File: config.mk
export PLATFORM = sky130hd
export DESIGN_NAME = cl_sde_res_pack
export DESIGN_NICKNAME = d
export VERILOG_FILES = /design/src/rtl/cl_sde_pkg.sv /design/src/rtl/cl_sde_keep_gen.sv /design/src/rtl/cl_sde_res_pack.sv
export SDC_FILE = /design/constraint.sdc
export NUM_CORES = 1
export LEC_CHECK = 0
export CAP_MARGIN = 20
export CORE_MARGIN = 2
export CORE_UTILIZATION = 40
export CTS_CLUSTER_SIZE = 8
export DETAILED_ROUTE_END_ITERATION = 7
export PLACE_DENSITY = 0.62
export SLEW_MARGIN = 20
export SYNTH_ARGS = -nofsm -noshare
export SYNTH_HDL_FRONTEND = slang
export SYNTH_HIERARCHICAL = 1
export SYNTH_SLANG_ARGS = --single-unit
File: constraint.sdc
create_clock -name clk -period 3.3 [get_ports clk]
set_input_delay 0.66 -clock clk [delete_from_list [all_inputs] [get_ports clk]]
set_output_delay 0.66 -clock clk [all_outputs]
set_load 0.02 [all_outputs]
File: src/rtl/cl_sde_pkg.sv
// ---------------------------------------------------------------------------
// cl_sde_pkg
// Shared constants and types for the SDE result packer.
//   WORD_W         : width of one narrow result word (4 x 16-bit outputs)
//   BEAT_W         : width of one packed output beat
//   WORDS_PER_BEAT : narrow words packed into one beat
//   KEEP_W         : byte-enable width of one beat
//   sde_state_e    : packer FSM states
// ---------------------------------------------------------------------------
package cl_sde_pkg;

  localparam int WORD_W         = 64;
  localparam int BEAT_W         = 512;
  localparam int WORDS_PER_BEAT = 8;
  localparam int KEEP_W         = BEAT_W / 8;

  // ST_FILL       : normal packing of incoming words
  // ST_FLUSH_PEND : a flushed partial beat waits for the output register
  typedef enum logic {
    ST_FILL       = 1'b0,
    ST_FLUSH_PEND = 1'b1
  } sde_state_e;

endpackage

File: src/rtl/cl_sde_keep_gen.sv
// ---------------------------------------------------------------------------
// cl_sde_keep_gen
// Combinational tkeep generator for one output beat.
//   i_wr_idx : number of valid words in the beat, modulo 8
//              (0 means a full beat, 1..7 a partial beat)
//   o_keep   : byte enables; the low 8*i_wr_idx bytes set for a partial
//              beat, all bytes set for a full beat
// ---------------------------------------------------------------------------
module cl_sde_keep_gen
  import cl_sde_pkg::*;
(
  input  logic [2:0]        i_wr_idx,
  output logic [KEEP_W-1:0] o_keep
);

  // Each word slot owns 8 consecutive byte-enable bits.
  for (genvar gi = 0; gi < WORDS_PER_BEAT; gi++) begin : g_slot
    assign o_keep[8*gi +: 8] = ((i_wr_idx == 3'd0) || (3'(gi) < i_wr_idx)) ? 8'hFF : 8'h00;
  end

endmodule

File: src/rtl/cl_sde_res_pack.sv
// ---------------------------------------------------------------------------
// cl_sde_res_pack
// Packs 64-bit network result words into 512-bit AXI-stream beats (8 words
// per beat, word k in bits [64k+63:64k]). ots_last marks the beat holding the
// final word of an image; flush closes the current packet early with a
// partial beat.
// Ports:
//   clk, rst_n            : clock, synchronous active-low reset
//   in_valid/in_data      : narrow result word input
//   in_ready              : word accepted when in_valid & in_ready
//   flush                 : single-cycle early-close request
//   ots_valid/ots_ready   : output beat handshake
//   ots_data/keep/user    : beat payload, byte enables, user (always 0)
//   ots_last              : end of packet
//   pkt_cnt               : completed packet counter (wraps)
// ---------------------------------------------------------------------------
module cl_sde_res_pack
  import cl_sde_pkg::*;
#(
  parameter int IMG_WORDS = 1024
) (
  input  logic              clk,
  input  logic              rst_n,
  input  logic              in_valid,
  input  logic [WORD_W-1:0] in_data,
  output logic              in_ready,
  input  logic              flush,
  output logic              ots_valid,
  input  logic              ots_ready,
  output logic [BEAT_W-1:0] ots_data,
  output logic [KEEP_W-1:0] ots_keep,
  output logic [63:0]       ots_user,
  output logic              ots_last,
  output logic [31:0]       pkt_cnt
);

  localparam logic [16:0] LAST_WCNT = 17'(IMG_WORDS - 1);

  sde_state_e        r_state;
  sde_state_e        w_state_next;
  logic [2:0]        r_wr_idx;
  logic [16:0]       r_img_wcnt;
  logic [BEAT_W-1:0] r_acc;
  logic              r_ots_valid;
  logic [BEAT_W-1:0] r_ots_data;
  logic [KEEP_W-1:0] r_ots_keep;
  logic              r_ots_last;
  logic [31:0]       r_pkt_cnt;

  logic              w_out_free;
  logic              w_in_ready;
  logic              w_accept;
  logic              w_completes;
  logic [2:0]        w_eff_idx;
  logic [BEAT_W-1:0] w_beat_raw;
  logic [BEAT_W-1:0] w_beat_masked;
  logic [KEEP_W-1:0] w_keep;
  logic              w_load;
  logic              w_load_last;
  logic              w_clear_pkt;

  // Output register can take a new beat when empty or draining this cycle.
  assign w_out_free  = !r_ots_valid || ots_ready;

  // Only the completing 8th word needs a free output register; earlier words
  // go into the accumulator. FLUSH_PEND freezes input so the partial beat
  // content cannot change while it waits.
  assign w_in_ready  = rst_n &&
                       !(((r_wr_idx == 3'd7) && r_ots_valid && !ots_ready) ||
                         (r_state == ST_FLUSH_PEND));
  assign w_accept    = in_valid && w_in_ready;
  assign w_completes = w_accept && (r_wr_idx == 3'd7);

  // Word count of the beat including any same-cycle word (wraps 8 -> 0).
  assign w_eff_idx   = r_wr_idx + {2'b00, w_accept};

  // Beat content as seen this cycle: accumulator with the incoming word
  // dropped into its slot, so a beat can be loaded without waiting a cycle.
  for (genvar gi = 0; gi < WORDS_PER_BEAT; gi++) begin : g_raw
    assign w_beat_raw[WORD_W*gi +: WORD_W] =
      (w_accept && (r_wr_idx == 3'(gi))) ? in_data : r_acc[WORD_W*gi +: WORD_W];
  end

  cl_sde_keep_gen u_keep_gen (
    .i_wr_idx (w_eff_idx),
    .o_keep   (w_keep)
  );

  // Stale accumulator slots beyond the valid words are zeroed on the way out.
  for (genvar gi = 0; gi < KEEP_W; gi++) begin : g_mask
    assign w_beat_masked[8*gi +: 8] = w_keep[gi] ? w_beat_raw[8*gi +: 8] : 8'h00;
  end

  // FSM state register
  always_ff @(posedge clk) begin
    if (!rst_n) begin
      r_state <= ST_FILL;
    end else begin
      r_state <= w_state_next;
    end
  end

  // FSM next-state and beat-load decisions
  always_comb begin
    w_state_next = r_state;
    w_load       = 1'b0;
    w_load_last  = 1'b0;
    w_clear_pkt  = 1'b0;
    case (r_state)
      ST_FILL: begin
        if (w_completes) begin
          // in_ready already guarantees the output register is free here.
          w_load      = 1'b1;
          w_load_last = flush || (r_img_wcnt == LAST_WCNT);
          w_clear_pkt = flush;
        end else if (flush && (w_eff_idx != 3'd0)) begin
          if (w_out_free) begin
            w_load      = 1'b1;
            w_load_last = 1'b1;
            w_clear_pkt = 1'b1;
          end else begin
            w_state_next = ST_FLUSH_PEND;
          end
        end
      end
      ST_FLUSH_PEND: begin
        // Flush pulses are ignored here; the partial beat is already queued.
        if (w_out_free) begin
          w_load       = 1'b1;
          w_load_last  = 1'b1;
          w_clear_pkt  = 1'b1;
          w_state_next = ST_FILL;
        end
      end
      default: w_state_next = ST_FILL;
    endcase
  end

  // Word accumulator; contents need no reset because unused slots are masked.
  for (genvar gi = 0; gi < WORDS_PER_BEAT; gi++) begin : g_acc
    always_ff @(posedge clk) begin
      if (w_accept && (r_wr_idx == 3'(gi))) begin
        r_acc[WORD_W*gi +: WORD_W] <= in_data;
      end
    end
  end

  // Counters, output register and packet counter
  always_ff @(posedge clk) begin
    if (!rst_n) begin
      r_wr_idx    <= 3'd0;
      r_img_wcnt  <= 17'd0;
      r_ots_valid <= 1'b0;
      r_ots_data  <= '0;
      r_ots_keep  <= '0;
      r_ots_last  <= 1'b0;
      r_pkt_cnt   <= 32'd0;
    end else begin
      if (w_clear_pkt) begin
        r_wr_idx   <= 3'd0;
        r_img_wcnt <= 17'd0;
      end else if (w_accept) begin
        r_wr_idx   <= r_wr_idx + 3'd1;
        r_img_wcnt <= (r_img_wcnt == LAST_WCNT) ? 17'd0 : r_img_wcnt + 17'd1;
      end

      if (w_load) begin
        r_ots_valid <= 1'b1;
        r_ots_data  <= w_beat_masked;
        r_ots_keep  <= w_keep;
        r_ots_last  <= w_load_last;
      end else if (ots_ready) begin
        r_ots_valid <= 1'b0;
      end

      if (r_ots_valid && ots_ready && r_ots_last) begin
        r_pkt_cnt <= r_pkt_cnt + 32'd1;
      end
    end
  end

  assign in_ready  = w_in_ready;
  assign ots_valid = r_ots_valid;
  assign ots_data  = r_ots_data;
  assign ots_keep  = r_ots_keep;
  assign ots_last  = r_ots_last;
  assign ots_user  = '0;
  assign pkt_cnt   = r_pkt_cnt;

endmodule
# Word-level counts from Yosys, hierarchy flattened
# Cells that the tools add are included.
# totals
output_inout_bits	675
register_bits	1143
elab_cells	167
in_bits	69
# op_classes
order_cmp	8
muxes	95
n_reduce_logical	34
bitwise	2
eq_ne	8
addsub	4
# ops
operator	n
$mux W8	72
$mux W64	8
$add A32 B1 Y32 const B	1
$add A17 B1 Y17 const B	1
$eq A17 B10 Y1 const B	1
$mux W17	1
$logic_and A1 B1 Y1	15
$eq A3 B3 Y1 const B	4
$lt A3 B3 Y1 const A	4
$logic_or A1 B1 Y1	11
$mux W1	10
$pmux W1 S2	4
$eq A3 B2 Y1 const B	2
$logic_not A3 Y1	2
$lt A1 B3 Y1 const A	2
$lt A2 B3 Y1 const A	2
$add A3 B1 Y3	1
$add A3 B1 Y3 const B	1
$eq A3 B1 Y1 const B	1
$logic_not A1 Y1	3
$reduce_bool A3 Y1	1
$not A1 Y1	2
$reduce_bool A2 Y1	1
$reduce_or A2 Y1	1

# Longest topological paths before layout
# depth
word_depth	14
mapped_depth	14
mapped_depth_nobuf	12

# Hierarchy
# Netlist, hierarchy kept.
# modules_own_cells
module	cells_each	area_per_inst_um2	n_inst	seq_area_each_um2
cl_sde_res_pack	3584	40152.3	1	22881.9
cl_sde_keep_gen	71	501.7	1	0.0

# Worst setup path before layout
# No wires, ideal clock.
# synth_path
kind	input port to flip-flop
startpoint	input rst_n
endpoint	register r_ots_data[438] (netlist: ots_data[438])
cell_stages	13
setup_slack_ns	-0.188
path_buffers	4
setup_time_ns	0.073
required_time_ns	3.227
arrival_time_ns	3.415
cell_sequence	buf_2 -> and3b_1 -> buf_2 -> nand2_1 -> inv_1 -> ha_1 -> ha_1 -> or2_2 -> o21a_1 -> o21ai_1 -> buf_2 -> buf_1 -> o2bb2ai_1
# synth_via
elab_chain_cells	8
word_cells_on_any_way	16
cone_classes	add/sub (1); order compare (1); mux (6); reduce/logical (8)
# synth_rtl
item	line_no	rtl
start: declaration	cl_sde_res_pack.sv:23	input logic rst_n,
$logic_and A1 B1 Y1 *	cl_sde_res_pack.sv:68	assign w_in_ready = rst_n &&
$logic_and A1 B1 Y1 *	cl_sde_res_pack.sv:71	assign w_accept = in_valid && w_in_ready;
via w_accept	cl_sde_res_pack.sv:52	logic w_accept;
$add A3 B1 Y3 *	cl_sde_res_pack.sv:75	assign w_eff_idx = r_wr_idx + {2'b00, w_accept};
via w_eff_idx[1]	cl_sde_res_pack.sv:54	logic [2:0] w_eff_idx;
$reduce_bool A3 Y1	cl_sde_res_pack.sv:116	end else if (flush && (w_eff_idx != 3'd0)) begin
$logic_and A1 B1 Y1	cl_sde_res_pack.sv:116	
$mux W1	cl_sde_res_pack.sv:116	
$mux W1	cl_sde_res_pack.sv:111	if (w_completes) begin
$pmux W1 S2	cl_sde_res_pack.sv:109	case (r_state)
end signal: assignment	cl_sde_res_pack.sv:169	r_ots_data <= w_beat_masked;
end: declaration	cl_sde_res_pack.sv:45	logic [BEAT_W-1:0] r_ots_data;
# Mark *: on every way through the listed nets, which the timed path passes. The rest lies on a longest branch.
# A chain may end at the register's enable or synchronous reset.

# Worst setup path after layout
# layout_path
startpoint	register r_wr_idx[0]
endpoint	register r_ots_keep[38] (netlist: ots_keep[38])
# layout_via
elab_chain_cells	13
word_cells_on_any_way	18
cone_classes	add/sub (1); order compare (1); eq/ne (1); mux (4); reduce/logical (11)
# layout_rtl
item	line_no	rtl
start: declaration	cl_sde_res_pack.sv:41	logic [2:0] r_wr_idx;
start signal: assignment	cl_sde_res_pack.sv:163	r_wr_idx <= r_wr_idx + 3'd1;
$eq A3 B3 Y1 *	cl_sde_res_pack.sv:69	!(((r_wr_idx == 3'd7) && r_ots_valid && !ots_ready) ||
$logic_and A1 B1 Y1 * (2 in a row)	cl_sde_res_pack.sv:69	
$logic_or A1 B1 Y1 *	cl_sde_res_pack.sv:69	
$logic_not A1 Y1 *	cl_sde_res_pack.sv:69	
$logic_and A1 B1 Y1 *	cl_sde_res_pack.sv:68	
$logic_and A1 B1 Y1 *	cl_sde_res_pack.sv:71	
via w_accept	cl_sde_res_pack.sv:52	
$add A3 B1 Y3 *	cl_sde_res_pack.sv:75	
via w_eff_idx[1]	cl_sde_res_pack.sv:54	
$reduce_bool A3 Y1	cl_sde_res_pack.sv:116	
$logic_and A1 B1 Y1	cl_sde_res_pack.sv:116	
$mux W1	cl_sde_res_pack.sv:116	
$mux W1	cl_sde_res_pack.sv:111	
$pmux W1 S2	cl_sde_res_pack.sv:109	
end signal: assignment	cl_sde_res_pack.sv:170	r_ots_keep <= w_keep;
end: declaration	cl_sde_res_pack.sv:46	logic [KEEP_W-1:0] r_ots_keep;
# Marked as above.

==> run metrics <==
DR pass1 iterations 7; Detailed Place HPWL 87790 µm; Int Power about 26 mW; Synth Flop Type dfxtp_1; CP Capture Type flip-flop; Slew HR 28.00%; Clock Path Buffers 3; cell with the most instances after synthesis dfxtp_1; gr usage total 23.93%; Gate power share a little over an eighth; Final #Nets approximately 4.5k; final setup vio count 0; Max FO, Critical Path 28; Power Total around 35 mW; Leak 25.56 nW; Clock Skew 0.02864 ns; Die H 322.8 µm; Seq cells post-synth 1143; status complete, no violations; Starting DRT DRC Count 1747; Worst VDD drop ~0.00042 V; Area contributors post-synth dfxtp_1 (56%), mux2i_1 (11%), o2bb2ai_1 (9.7%); busiest grt layer met2; via count approximately 30k; data required time of the worst path 3.95 ns; Seq/Total Area, Yosys 56.28%; Syn Inst Count 3655; worst hold path class flip-flop to flip-flop; largest net degree at the start of global routing 86; Synth async-reset ratio 0%; vias per std cell 5.196; RSZ-0062 raised after global routing no; most frequent cells after synthesis dfxtp_1 (1143), inv_1 (462), mux2i_1 (458), o2bb2ai_1 (448), buf_4 (124); Least-Margin Pin Slew 1.080 ns; Cell Pwr Density 646.7 nW/µm²; Final Util a little over half; sw frac ~26%; yosys warns 6; Top Ports about 740; Startpoint Class flip-flop; M1 GR Usage around 30%; P_sw 9.060 mW; Post-route DRC 0; clock group share of total power a little over two fifths; pre-CTS setup slack -0.2319 ns; pins over their slew limit 0; count of input and output buffers 679; fillcell total 8874; final setup margin ~0.21 ns; global route overflow 0; maximum clock rate 323.7 MHz; first-pass GRT wire length 190300 µm; syn avg cell area between 10 and 15 µm²; clock-pin slew on the worst setup and hold paths about 0.050 ns; core area 100400 µm²; Die W 322.8 µm; # H-tree levels 4; Hold Vio Cnt, Final 0; Max Cap Violations 0; routability cong. roughly 0.8; vias in the first global route 29.41k; largest area contributor in the netlist dfxtp_1; Distinct cells, synth 56; post-synthesis cell area roughly 40000 µm²; clk_lat worst skew 0.75 ns; antenna violations before repair 1; kind of critical path flip-flop to flip-flop; Die ar. about 100000 µm²; GR Util met2 39.68%; sequential share of power 44.9%; layout cells sized above 1 10.83%; Total Routed Length 128800 µm; root buffer cell clkbuf_16; met3 GRT Util 7.283%; CP arrival 3.74 ns; Post-synth EDFFs 0; Layout area overhead 33.57%; period utilisation layout 93.61%; share of Yosys cell area claimed by the top area cell type 56.28%; Avg WL per Cell 22.25 µm; CTS tree done; # rows 116; ANT nets after route 0; clock net sink count 1143; starting density of the core 40.48%; min cycle time layout just over 3 ns; Inserted Clock Buffers 162
cell families (layout without fill, tap and decap cells):
family / count (synthesis) / after routing / share of synthesized area [%]
other: 2 / 73 / 0.01847
buffers and inverters: 825 / 1532 / 9.119
muxes: 522 / 522 / 13.05
and+or+nand+nor: 376 / 376 / 5.044
adders and majority gates: 10 / 10 / 0.3078
AOI/OAI and AO/OA: 761 / 761 / 15.83
DFF: 1143 / 1143 / 56.28
xor gates and xnor gates: 16 / 16 / 0.3447
sequential cells by signal, indices dropped and copies added, names as in the netlist:
name	cells
pkt_cnt	32
ots_last	1
r_acc	512
r_wr_idx	3
ots_data	512
r_img_wcnt	17
ots_valid	1
ots_keep	64
r_state	1
critical path: stages (launching register included):
cell	delay, ns
dfxtp_1	0.33
ha_1	0.18
ha_2	0.24
nand3b_1	0.11
nand2_1	0.11
inv_1	0.07
ha_1	0.18
ha_1	0.29
or2_2	0.35
o211ai_1	0.25
buf_4	0.20
buf_4	0.32
nand4_1	0.16
a21oi_1	0.18
path summary, 6_finish.rpt:
| path | from | to | slack [ns] | cells after the start |
|---|---|---|---|---|
| worst min-delay path | r_acc[200]$_DFF_P_ | r_acc[200]$_DFF_P_ | 0.45 | 2 |
| worst max register to register | r_wr_idx[0]$_SDFFE_PP0P_ | ots_keep[38]$_SDFFE_PN0P_ | 0.21 | 13 |
| worst max-delay path | r_wr_idx[0]$_SDFFE_PP0P_ | ots_keep[38]$_SDFFE_PN0P_ | 0.21 | 13 |
| worst min register to register | r_acc[200]$_DFF_P_ | r_acc[200]$_DFF_P_ | 0.45 | 2 |
placed cells by master (no fill, tap or decap), types with 63 or more instances in the layout:
master / n
a21oi_1: 88
a41o_1: 64
buf_12: 63
buf_4: 147
clkbuf_16: 165
clkdlybuf4s50_1: 677
conb_1: 72
dfxtp_1: 1143
inv_1: 460
mux2i_1: 458
nand2_1: 102
nand4_1: 81
nor4_1: 71
o2bb2ai_1: 448
o31ai_1: 69
metrics by stage:
step	area [µm²]	setup TNS [ns]	instances	hold WS, ns
floorplan	40940	-9.167	3725	0.4246
global placement	49940	-67.20	5608	0.4333
detailed placement	49940	-53.76	5608	0.4405
CTS	54290	0	5789	0.4057
global route	54300	0	5790	0.4465
finish	54300	0	5790	0.4507
power by group through the flow:
| stage | sequential [mW] | combinational, mW | clock [mW] |
|---|---|---|---|
| floorplan | 16.3 | 2.40 | 0 |
| global placement | 16.0 | 4.65 | 0 |
| detailed placement | 16.0 | 4.71 | 0 |
| CTS | 15.8 | 4.75 | 14.9 |
| global route | 15.9 | 5.11 | 15.5 |
| finish | 15.8 | 4.72 | 14.6 |
metal layers:
layer | wire length [µm] | vias up
li1 | - | 14250
met1 | 54610 | 14750
met2 | 61240 | 893
met3 | 9622 | 182
met4 | 3359 | 0
met5 | 0 | -
area by class of cell:
type,instances,area (µm²),share of cell area [%]
well taps,1357,1698,3.127
inverters,462,1737,3.198
flip-flops and latches,1143,22880,42.14
clock buffers,170,4168,7.675
diodes,1,2.502,0.004609
repair buffers,889,9165,16.88
multi-input cells,1757,14460,26.64
clock inverters,11,183.9,0.3387
timing repair:
action / CTS / global route
cloned: 0 / 0
pin swaps: 0 / 1
resized for setup: 1 / 2
endpoints found under the setup margin: 1 / 68
hold buffers: 0 / 0
buffers inserted: 0 / 0
Power figures use the tool's default switching activity.
